## src/rtl/neuro_seq_ctrl.sv

```systemverilog
// Neuron tile array sequencer: config chain load, array reset, run decay clocks.
// Define NEURO_SEQ_READBACK_EN to build the chain-tail readback port.
module neuro_seq_ctrl #(
  parameter int N_NEURONS       = 9,
  parameter int BITS_PER_NEURON = 17,
  parameter int RST_CYCLES      = 2,
  parameter int CNT_W           = 16
) (
  input  logic       clk,
  input  logic       rst_n,
  input  logic       load_start,
  input  logic       cfg_valid,
  input  logic [7:0] cfg_data,
  output logic       cfg_ready,
  input  logic       start,
  input  logic       stop,
  output logic       conf_en,
  output logic       bs_out,
  output logic       nn_reset,
  output logic [7:0] dbus,
  output logic       in_en,
  output logic       cfg_done,
  output logic       load_abort,
  output logic [1:0] state
`ifdef NEURO_SEQ_READBACK_EN
  ,
  input  logic       bs_ret,
  output logic [7:0] rb_data,
  output logic       rb_valid
`endif
);

  localparam int CHAIN_LEN = N_NEURONS * BITS_PER_NEURON;
  localparam int RW = $clog2(RST_CYCLES + 1);
  localparam logic [CNT_W-1:0] LAST_BIT = CNT_W'(CHAIN_LEN - 1);
  localparam logic [RW-1:0] CLR_LAST = RW'(RST_CYCLES - 1);

  typedef enum logic [1:0] {
    S_IDLE  = 2'd0,
    S_LOAD  = 2'd1,
    S_CLEAR = 2'd2,
    S_RUN   = 2'd3
  } state_t;

  state_t state_q, state_d;

  logic [7:0]       buf_q;
  logic             buf_full;
  logic [2:0]       bit_idx;
  logic [CNT_W-1:0] bit_cnt;
  logic [RW-1:0]    clr_cnt;
  logic [CNT_W-1:0] rc_q;
  logic [CNT_W-1:0] rc_nx;
  logic [7:0]       dbus_nx;
  logic             run_and;
  logic             in_load;
  logic             shift;
  logic             done_now;
  logic             accept;

  assign in_load  = (state_q == S_LOAD);
  assign shift    = in_load && buf_full;
  assign done_now = shift && (bit_cnt == LAST_BIT);
  assign cfg_ready = in_load && !stop && !done_now
                   && (!buf_full || bit_idx == 3'd7);
  assign accept   = cfg_valid && cfg_ready;

  assign conf_en  = shift;
  assign bs_out   = shift && buf_q[3'd7 - bit_idx];
  assign nn_reset = (state_q == S_CLEAR);
  assign in_en    = (state_q == S_RUN);
  assign state    = state_q;

  always_comb begin
    state_d = state_q;
    unique case (state_q)
      S_IDLE: begin
        if (load_start) state_d = S_LOAD;
        else if (start) state_d = S_CLEAR;
      end
      S_LOAD: begin
        if (stop || done_now) state_d = S_IDLE;
      end
      S_CLEAR: begin
        if (stop) state_d = S_IDLE;
        else if (clr_cnt == CLR_LAST) state_d = S_RUN;
      end
      S_RUN: begin
        if (stop) state_d = S_IDLE;
      end
      default: state_d = S_IDLE;
    endcase
  end

  // dbus is computed from the counter value it will sit beside
  always_comb begin
    rc_nx   = (state_q == S_RUN) ? rc_q + CNT_W'(1) : '0;
    dbus_nx = '0;
    run_and = 1'b1;
    for (int i = 0; i < 8; i++) begin
      run_and    = run_and & rc_nx[i];
      dbus_nx[i] = run_and;
    end
  end

  always_ff @(posedge clk or negedge rst_n) begin
    if (!rst_n) state_q <= S_IDLE;
    else        state_q <= state_d;
  end

  always_ff @(posedge clk or negedge rst_n) begin
    if (!rst_n) begin
      buf_q      <= '0;
      buf_full   <= 1'b0;
      bit_idx    <= '0;
      bit_cnt    <= '0;
      cfg_done   <= 1'b0;
      load_abort <= 1'b0;
    end else begin
      unique case (state_q)
        S_IDLE: begin
          if (load_start) begin
            cfg_done   <= 1'b0;
            load_abort <= 1'b0;
            bit_cnt    <= '0;
            buf_full   <= 1'b0;
            bit_idx    <= '0;
          end
        end
        S_LOAD: begin
          if (stop || done_now) begin
            buf_full <= 1'b0;
            if (done_now) cfg_done <= 1'b1;
            else          load_abort <= 1'b1;
          end else if (accept) begin
            buf_q    <= cfg_data;
            buf_full <= 1'b1;
            bit_idx  <= '0;
          end else if (shift) begin
            if (bit_idx == 3'd7) buf_full <= 1'b0;
            else                 bit_idx <= bit_idx + 3'd1;
          end
          if (shift) bit_cnt <= bit_cnt + CNT_W'(1);
        end
        default: begin
          buf_full <= 1'b0;
        end
      endcase
    end
  end

  always_ff @(posedge clk or negedge rst_n) begin
    if (!rst_n) begin
      clr_cnt <= '0;
      rc_q    <= '0;
      dbus    <= '0;
    end else begin
      clr_cnt <= (state_q == S_CLEAR) ? clr_cnt + RW'(1) : '0;
      if (state_d == S_RUN) begin
        rc_q <= rc_nx;
        dbus <= dbus_nx;
      end else begin
        rc_q <= '0;
        dbus <= '0;
      end
    end
  end

`ifdef NEURO_SEQ_READBACK_EN
  logic [7:0] rb_sr;
  logic [7:0] rb_sr_nx;
  logic [3:0] rb_cnt;
  logic [3:0] rb_cnt_nx;
  logic       load_end;

  assign rb_sr_nx  = shift ? {rb_sr[6:0], bs_ret} : rb_sr;
  assign rb_cnt_nx = rb_cnt + {3'b000, shift};
  assign load_end  = in_load && (stop || done_now);

  // a partial last byte is left-aligned so bit 7 is always the first bit
  always_ff @(posedge clk or negedge rst_n) begin
    if (!rst_n) begin
      rb_sr    <= '0;
      rb_cnt   <= '0;
      rb_data  <= '0;
      rb_valid <= 1'b0;
    end else begin
      rb_valid <= 1'b0;
      if (state_q == S_IDLE && load_start) begin
        rb_sr  <= '0;
        rb_cnt <= '0;
      end else if (in_load) begin
        if (rb_cnt_nx == 4'd8) begin
          rb_data  <= rb_sr_nx;
          rb_valid <= 1'b1;
          rb_sr    <= '0;
          rb_cnt   <= '0;
        end else if (load_end && rb_cnt_nx != 4'd0) begin
          rb_data  <= rb_sr_nx << (4'd8 - rb_cnt_nx);
          rb_valid <= 1'b1;
          rb_sr    <= '0;
          rb_cnt   <= '0;
        end else begin
          rb_sr  <= rb_sr_nx;
          rb_cnt <= rb_cnt_nx;
        end
      end
    end
  end
`endif

endmodule
```

## config.mk

```make
export PLATFORM = sky130hd
export DESIGN_NAME = neuro_seq_ctrl
export DESIGN_NICKNAME = d
export VERILOG_FILES = /design/src/rtl/neuro_seq_ctrl.sv
export SDC_FILE = /design/constraint.sdc
export NUM_CORES = 1
export LEC_CHECK = 0
export CORE_ASPECT_RATIO = 0.5
export CORE_UTILIZATION = 59
export DETAILED_ROUTE_END_ITERATION = 7
export HOLD_SLACK_MARGIN = 0.03
export PLACE_DENSITY = 0.88
export RECOVER_POWER = 100
export SLEW_MARGIN = 20
export SYNTH_ARGS = -nofsm -noshare
export SYNTH_HDL_FRONTEND = slang
export SYNTH_SLANG_ARGS = --single-unit
```

## constraint.sdc

```tcl
create_clock -name clk -period 3 [get_ports clk]
set_input_delay 0.6 -clock clk [delete_from_list [all_inputs] [get_ports clk]]
set_output_delay 0.6 -clock clk [all_outputs]
set_load 0.05 [all_outputs]
```

# After elaboration in Yosys (flattened, before gate mapping)
# Cells that the tools add are included.
# totals
reg_bits	58
output_inout_bits	17
# op_classes
addsub	5
order_cmp	1
n_eq_ne	17
n_mux	34
bitwise_logic	8
reduce_logical	20
# ops
operator	count
$mux W16	4
$add A16 B1 Y16 const B	2
$pmux W16 S2	1
$eq A16 B8 Y1 const B	1
$mux W3	5
$mux W2	7
$mux W1	10
$reduce_and A3 Y1	3
$mux W8	1
$ne A4 B1 Y1 const B	2
$pmux W2 S4	1
$reduce_and A4 Y1	2
$and A1 B1 Y1	7
$logic_and A1 B1 Y1	7
$eq A2 B2 Y1 const B	3
$ne A2 B1 Y1 const B	3
$ne A2 B2 Y1 const B	3
$pmux W1 S2	3
$pmux W3 S2	1
$reduce_and A5 Y1	1
$eq A2 B1 Y1 const B	2
$lt A3 B4 Y1 const B	1
$add A3 B1 Y3 const B	1
$bmux W1 S3	1
other kinds (10)	13

# Longest topological paths before layout
# Gate-level depths: netlist (run 1).
# depth
depth_word	10
depth_mapped	7

# Least setup slack after synthesis (run 1)
# Ideal clock, no wire load.
# synth_timing
path_kind	register to output
startpoint	register state_q[0] (netlist: state[0])
endpoint	output cfg_ready
arrival_time_ps	2434
required_ps	2400
path_slack_ps	-34
stages_incl_launch_ff	5
n_path_buf	1
path_cell_list	dfrtp_1 clkbuf_1 nor2b_1 nand2b_1 nor3_1
# synth_via
elab_chain_cells	6
elab_cells_between_ends	7
classes_between	1 x eq/ne; 6 x reduce/logical
# synth_lines
element	line_no	text
start, declared	45	state_t state_q, state_d;
start signal, assigned	108	else state_q <= state_d;
$eq A2 B1 Y1 (*)	61	assign in_load = (state_q == S_LOAD);
$logic_and A1 B1 Y1	62	assign shift = in_load && buf_full;
$logic_and A1 B1 Y1	63	assign done_now = shift && (bit_cnt == LAST_BIT);
$logic_not A1 Y1	64	assign cfg_ready = in_load && !stop && !done_now
$logic_and A1 B1 Y1 (*)	64	
$logic_and A1 B1 Y1 (*)	65	&& (!buf_full || bit_idx == 3'd7);
end, declared	14	output logic cfg_ready,
# Mark *: on every way between the ends. The rest lies on a longest branch, timed or not.

# Worst setup path in the final report (run 1)
# layout_timing
startpoint	register state_q[1] (netlist: state[1])
endpoint	output bs_out
# layout_via
elab_chain_cells	3
# layout_lines
element	line_no	text
$eq A2 B1 Y1	61	
$logic_and A1 B1 Y1	62	
$logic_and A1 B1 Y1	69	assign bs_out = shift && buf_q[3'd7 - bit_idx];
end, declared	18	output logic bs_out,
# Every way passes these cells.

==> summary.txt, run 1 <==
Power
  • Leakage power summed over all cells: 1.24 nW
  • Share of total power consumed by net switching: 33.6%
  • Cell-internal power: 1.12 mW
  • Part of the total power dissipated in the clock network: 23.4%
  • Combinational power share: 27.9%
  • Total power: 1.69 mW
  • Power density over the cells: 595 mW/mm^2
  • Maximum resistive drop on vdd: 0.353 mV
  • Switching component of the power: 0.567 mW
  • Share of total power in sequential cells: 48.7%

STA
  • Largest clock skew in the final design: 11.6 ps
  • Final clock period utilization by the worst path: 96.0%
  • Hold WS: approximately 450 ps
  • Max Clock Freq: 0.347 GHz
  • Count of final hold-check violations: 0
  • Final setup viols: 0
  • Setup TNS Final: 0 ps
  • Transition at the pin with the smallest max-transition slack: about 1200 ps
  • Unrepaired setup endpoints after global routing: no
  • Worst max-slew margin expressed relative to the limit: 20.1%
  • Final worst path period need: just under 3000 ps
  • Max-slew violation count: 0

Floorplanning
  • Initial core utilization: 61.9%
  • Number of rows created at floorplan: 16
  • Overall die area: 0.00439 mm^2
  • Core Area: between 0.003 and 0.004 mm^2
  • Vertical die dimension: roughly 47 um
  • Horizontal die dimension: 92.7 um
  • Number of I/O pins: 31

Route
  • DRT iter0 DRCs: 91
  • Wire per inst: between 15 and 20 um
  • DR vias: approximately 1900
  • Post-detailed-route DRC marker count: 0
  • Total detailed-routing wirelength: roughly 5000 um
  • Number of nets still failing antenna checks after routing: 0
  • Detailed-router iteration count before antenna repair: 4
  • Via count normalized by instance count: 5.96

Yosys
  • Yosys reg bits: 49
  • Async S/R FF share, synth: 100%
  • Mapped cell area: 0.00243 mm^2
  • Top cells by area in the synthesized netlist: dfrtp_1 (51%), mux2_2 (5.1%), ha_1 (3.1%), nor2_1 (3.1%), o21ai_0 (2.7%)
  • Most area-hungry cell type in the Yosys netlist: dfrtp_1
  • Number of synthesis warnings: 0
  • Most used flip-flop cell after synthesis: dfrtp_1
  • Most frequent cell after synthesis: dfrtp_1
  • Net count after synthesis: approximately 250
  • Post-synth EDFFs: 0
  • Fraction of post-synthesis cell area in the top cell type by area: 50.5%
  • Cell variety after synth: 43
  • Count of mapped cells out of synthesis: 231
  • Synth top cells by count: dfrtp_1 (49), nor2_1 (20), nand2_1 (16), inv_1 (13), o21ai_0 (13)
  • Proportion of synthesized chip area in sequential cells: 50.5%
  • Synthesized area per cell: 10.5 um^2

GRT
  • Global-route usage over all layers: 23.7%
  • Via count of the first global-routing pass: between 1500 and 2000
  • Global route total overflow: 0
  • Pin count of the biggest net entering global routing: 50
  • Antenna violations before repair: 0
  • Wire length of the first global-routing pass: 7820 um

Worst setup path
  • Top cell family by delay on the critical path: buffers and inverters
  • R2r setup slk: 390 ps
  • Cells along the critical path: nor2b_1, nand2_1, nor2_1, clkdlybuf4s50_1
  • Launch point of the critical path: state[1]
  • Reg-to-Reg End: bit_idx[2]
  • Startpoint types: flop
  • Count of buffer and inverter cells on the critical path: 1
  • Type of the setup path with the least slack: reg -> out
  • Worst r2r path cells: 6
  • Origin of the critical flop-to-flop path: bit_idx[0]
  • Critical path data arrival time: ~2300 ps
  • Nature of the critical path endpoint: output port
  • Cell with the largest stage delay on the worst path: clkdlybuf4s50_1
  • Required time of the worst setup path: 2400 ps
  • Largest driver fanout on the critical path: 12
  • Biggest cell delay along the critical path: 800 ps

Clock network
  • Post-CTS Setup Inserts: 0
  • Longest Clk Path Bufs: 2
  • TritonCTS clock tree: built
  • Clock transition at the register clock pins on the worst setup and hold paths after CTS: approximately 100 ps
  • H-tree levels: 2
  • Clock latency reported for the late side of the worst-skew pair: roughly 300 ps
  • Clock net sink count: 49
  • TritonCTS Buffers: 5
  • Hold-fix buffer count after cts: 0
  • Clock root cell: clkbuf_8

Placed design
  • Number of port buffers: 30
  • Gpl congestion: 0.807
  • Dpl hpwl: approximately 3600 um

Worst hold path
  • Start point of the worst hold path: clr_cnt[0]
  • Number of instances on the worst hold path: 1
  • HP Class: reg -> reg
  • Hold-critical path endpoint: clr_cnt[0]

Finish
  • Final-layout fill cell count: 298
  • Synth-to-Final Area Change: 16.7%
  • Final nets: 282
  • Area occupied by registers: around 0.0012 mm^2
  • Antenna diode instance count: 0
  • Area of the multi-input gates: 0.00110 mm^2
  • Fraction of layout cells with a size suffix above 1: 10.6%

Job
  • Number of violations of the max-capacitance limit: 0

Outcome
  • Run status: finished, final reports clean
-- worst max path at each step --
stage | slack (ps) | cells past startpoint | to
final | 120 | 4 | bs_out
after global routing | 10 | 4 | bs_out
after CTS | 40 | 4 | conf_en
after detailed placement | 320 | 5 | bit_cnt[15]
after global placement | 410 | 5 | bit_cnt[15]
after floorplan | 370 | 4 | bs_out
-- power by group through the flow --
| stage | clock network (mW) | logic (mW) | registers (mW) |
|---|---|---|---|
| after floorplan | 0 | 0.305 | 0.864 |
| after global placement | 0 | 0.474 | 0.831 |
| after detailed placement | 0 | 0.497 | 0.836 |
| after CTS | 0.400 | 0.498 | 0.822 |
| after global routing | 0.429 | 0.507 | 0.837 |
| final | 0.395 | 0.470 | 0.821 |
-- metal layers --
layer / up-vias / routed length [um] / track usage (%)
met2: 41 / 2470 / 43.3
met1: 946 / 2200 / 30.2
met3: 6 / 153 / 5.34
li1: 895 / - / -
met5: - / 0 / 0
met4: 0 / 46 / 5.85
-- stage by stage --
| step | utilization, % | cells | worst slack, ps | area, um^2 |
|---|---|---|---|---|
| global route | 72.2 | 317 | 12.2 | 2830 |
| global placement | 70.6 | 309 | 409 | 2770 |
| detailed placement | 70.6 | 309 | 322 | 2770 |
| floorplan | - | 231 | 372 | 2430 |
| CTS | 72.9 | 317 | 37.4 | 2860 |
| finish | 72.2 | 317 | 120 | 2830 |
-- logic make-up (layout without fill, tap and decap cells) --
family                   after synthesis  in the layout  synth area share [%]
AO/OA/AOI/OAI                         38             38                  10.4
XOR/XNOR                               9              9                  3.25
adder cells (fa/ha/maj)                6              6                  3.09
buffers and inverters                 21             53                  3.51
flip-flops                            49             49                  50.5
multiplexers                          16             16                  8.20
AND/OR/NAND/NOR                       92             92                  21.0
-- sequential cells by signal, summed over array words and instances, names as in the netlist --
name,cells
clr_cnt,2
load_abort,1
buf_q,8
bit_cnt,16
cfg_done,1
rc_q,8
bit_idx,3
state,2
buf_full,1
dbus,7
-- placed cells by master, fill, tap and decap left out, drive strengths merged, types with 7 or more instances in the layout --
cell	count
nand2	16
dfrtp	49
or3	7
a21oi	9
clkbuf	9
o21ai	13
mux2	11
nand3	7
nor2	20
inv	14
dlygate4sd3	15
clkdlybuf4s50	12
-- area by class of cell --
type | instances | area share [%]
multi-input cells | 161 | 39.0
repair buffers | 32 | 10.4
clock buffers | 5 | 2.43
flip-flops and latches | 49 | 43.3
well taps | 54 | 2.39
inverters | 13 | 1.72
clock inverters | 3 | 0.751
-- timing repair --
action                     4_1_cts  5_1_grt
setup endpoints to repair        0        1
hold endpoints to repair         0        0
gates resized for setup          0        1
No activity file was read; power rests on OpenSTA's default activity.
==> inputs of run 2 (changes only) <==
clock period = 3.47 ns   (was 3 ns; I/O delays follow)
==> run 2 against run 1 <==
  * The run now ends with capacitance limit, slew limit left
  * Global-route usage fell by 0.81 points
  * Power is 15% lower
  * Flip-flop and latch count is the same
  * Worst hold slack improved by 3.9 ps
  * Register-to-register slack improved by 220 ps
  * Sequential power is 12% lower
  * Final cell count is 0.32% lower
  * Wire length is 2.3% lower
  * First-iteration DRC count increased by 1.1%
  * Utilization decreased by 0.48 points
==> summary.txt, run 2 (synthesis gave the netlist of run 1 again) <==
Finish
  • Final nets: 281 (-0.35%)
  • Fraction of layout cells with a size suffix above 1: 7.63% (-3.0 points)
  • Highest-count cells in the layout ignoring fill and taps: dfrtp_1 (49), nor2_1 (20), dlygate4sd3_1 (18)
  • Synth-to-Final Area Change: 15.9%
  • Antenna diode instance count: 0 (unchanged)
  • Most common cell after layout, fill and taps aside: dfrtp_1
  • Largest register by flop count: bit_cnt
  • Largest register FFs: 16 (unchanged)
  • Final Core Density: 71.7% (-0.48 points)
  • Area occupied by registers: 0.00123 mm^2 (unchanged)
  • Leading registers by flop count: bit_cnt: 16 flops, buf_q: 8 flops, rc_q: 8 flops
  • Area of the multi-input gates: 0.00109 mm^2 (-1.0%)
  • Final-layout fill cell count: 291 (-2.3%)

Floorplanning
  • Number of rows created at floorplan: 16 (unchanged)
  • Core Area: 0.00392 mm^2 (unchanged)
  • Horizontal die dimension: 92.7 um (unchanged)
  • Overall die area: 0.00439 mm^2 (unchanged)
  • Number of I/O pins: 31 (unchanged)
  • Vertical die dimension: 47.4 um (unchanged)
  • Initial core utilization: 61.9% (unchanged)

Worst setup path
  • Reg-to-Reg End: buf_q[6]
  • Startpoint types: flop
  • Worst r2r path cells: 6 (unchanged)
  • Origin of the critical flop-to-flop path: bit_cnt[0]
  • Nature of the critical path endpoint: output port
  • Type of the setup path with the least slack: reg -> out
  • Critical path data arrival time: 2570 ps (+290 ps)
  • R2r setup slk: 610 ps (+220 ps)
  • Largest driver fanout on the critical path: 13 (+1)
  • Required time of the worst setup path: 2780 ps (+380 ps)

STA
  • Count of final hold-check violations: 0 (unchanged)
  • Largest clock skew in the final design: 3.32 ps (-8.31 ps)
  • Max Clock Freq: 0.306 GHz
  • Max-slew violation count: 51 (+51)
  • Transition at the pin with the smallest max-transition slack: 2530 ps (+1330 ps)
  • Setup TNS Final: 0 ps (unchanged)
  • Unrepaired setup endpoints after global routing: no
  • Final clock period utilization by the worst path: a little over nine tenths
  • Worst max-slew margin expressed relative to the limit: -68.6% (-89 points)
  • Hold WS: 451 ps (+3.89 ps)
  • Final setup viols: 0 (unchanged)
  • Final worst path period need: 3270 ps
  • Final setup slack of the worst path: 202 ps (+82.3 ps)

Route
  • DR vias: 1869 (-1.0%)
  • Via count normalized by instance count: 5.91 (-0.69%)
  • DRT iter0 DRCs: 92 (+1.1%)
  • Post-detailed-route DRC marker count: 0 (unchanged)
  • Detailed-router iteration count before antenna repair: 4 (unchanged)
  • Total detailed-routing wirelength: 4750 um (-2.3%)
  • Wire per inst: 15.0 um (-2.0%)
  • Number of nets still failing antenna checks after routing: 0 (unchanged)

Worst hold path
  • HP Class: reg -> reg
  • Number of instances on the worst hold path: 1 (unchanged)
  • Start point of the worst hold path: clr_cnt[0]
  • Hold-critical path endpoint: clr_cnt[0]

GRT
  • Wire length of the first global-routing pass: 7430 um (-4.9%)
  • Antenna violations before repair: 0 (unchanged)
  • Global route total overflow: 0 (unchanged)
  • Pin count of the biggest net entering global routing: 50 (unchanged)
  • Global-route usage over all layers: 22.9% (-0.81 points)
  • Via count of the first global-routing pass: 1637 (-5.4%)

Clock network
  • Longest Clk Path Bufs: 2 (unchanged)
  • Hold-fix buffer count after cts: 0 (unchanged)
  • TritonCTS Buffers: 5 (unchanged)
  • Post-CTS Setup Inserts: 0 (unchanged)
  • Clock root cell: clkbuf_8
  • H-tree levels: 2 (unchanged)
  • Clock net sink count: 49 (unchanged)
  • TritonCTS clock tree: built
  • Clock transition at the register clock pins on the worst setup and hold paths after CTS: 90 ps (about the same)
  • Clock latency reported for the late side of the worst-skew pair: 300 ps (about the same)

Placed design
  • Number of port buffers: 30 (unchanged)
  • Dpl hpwl: 3380 um (-5.3%)
  • Gpl congestion: 0.856 (+6.1%)
  • Place WS: 425 ps (+103 ps)

Outcome
  • Violated checks: capacitance limit, slew limit
  • Run status: finished, violations left

Power
  • Maximum resistive drop on vdd: 0.232 mV (-34%)
  • Leakage power summed over all cells: 1.24 nW (-0.10%)
  • Power density over the cells: 512 mW/mm^2 (-14%)

Job
  • Number of violations of the max-capacitance limit: 2 (+2)
[run 2: cell types whose count changed in the layout (fill, tap and decap cells not counted), moves of 2 or more]
cell             change
clkbuf_2             -2
dlygate4sd3_1        +3
mux2_1               +2
mux2_2               -2
clkbuf_1             +2
clkdlybuf4s50_1      -2
[run 2: final cells by class]
cell class	instances	area share [%]
well taps	54	2.40
flip-flops and latches	49	43.6
clock buffers	6	2.58
inverters	13	1.73
repair buffers	31	10.4
multi-input cells	161	38.9
clock inverters	2	0.489
[run 2: worst max path at each step]
stage	from	end	slack [ps]	depth (start not counted)
finish	state[0]	conf_en	200	4
global route	state[0]	conf_en	100	4
CTS	bit_cnt[0]	cfg_ready	80	7
detailed placement	bit_cnt[0]	cfg_ready	430	7
global placement	bit_cnt[0]	cfg_ready	520	7
floorplan	state[0]	cfg_ready	340	4
[run 2: where the power goes]
group / switching [mW] / internal, mW
clock network: 0.191 / 0.144
registers: 0.0724 / 0.649
logic: 0.219 / 0.167
total: 0.482 / 0.960
[run 2: critical path: stages, from the launching register on]
cell and delay [ps]:
dfrtp_1 580, nor2b_1 390, nand2_1 200, inv_1 200
dlygate4sd3_1 900
[run 2: through the flow]
step,area (um^2),total power [mW],instances
5_1_grt,2810,1.51,316
3_3_place_gp,2760,1.12,308
3_5_place_dp,2760,1.14,308
4_1_cts,2850,1.47,316
6_report,2810,1.44,316
2_1_floorplan,2430,1.01,231
[run 2: metal layers]
layer / GRT usage, % / routed length, um / vias to the layer above
met2: 39.9 / 2300 / 59
met4: 8.92 / 99 / 0
li1: - / - / 889
met1: 29.2 / 2140 / 911
met5: 0 / 0 / -
met3: 5.34 / 207 / 10
[run 2: timing repair]
action	in CTS	in global routing
endpoints found under the hold margin	0	0
setup endpoints to repair	0	1
resized for setup	0	1
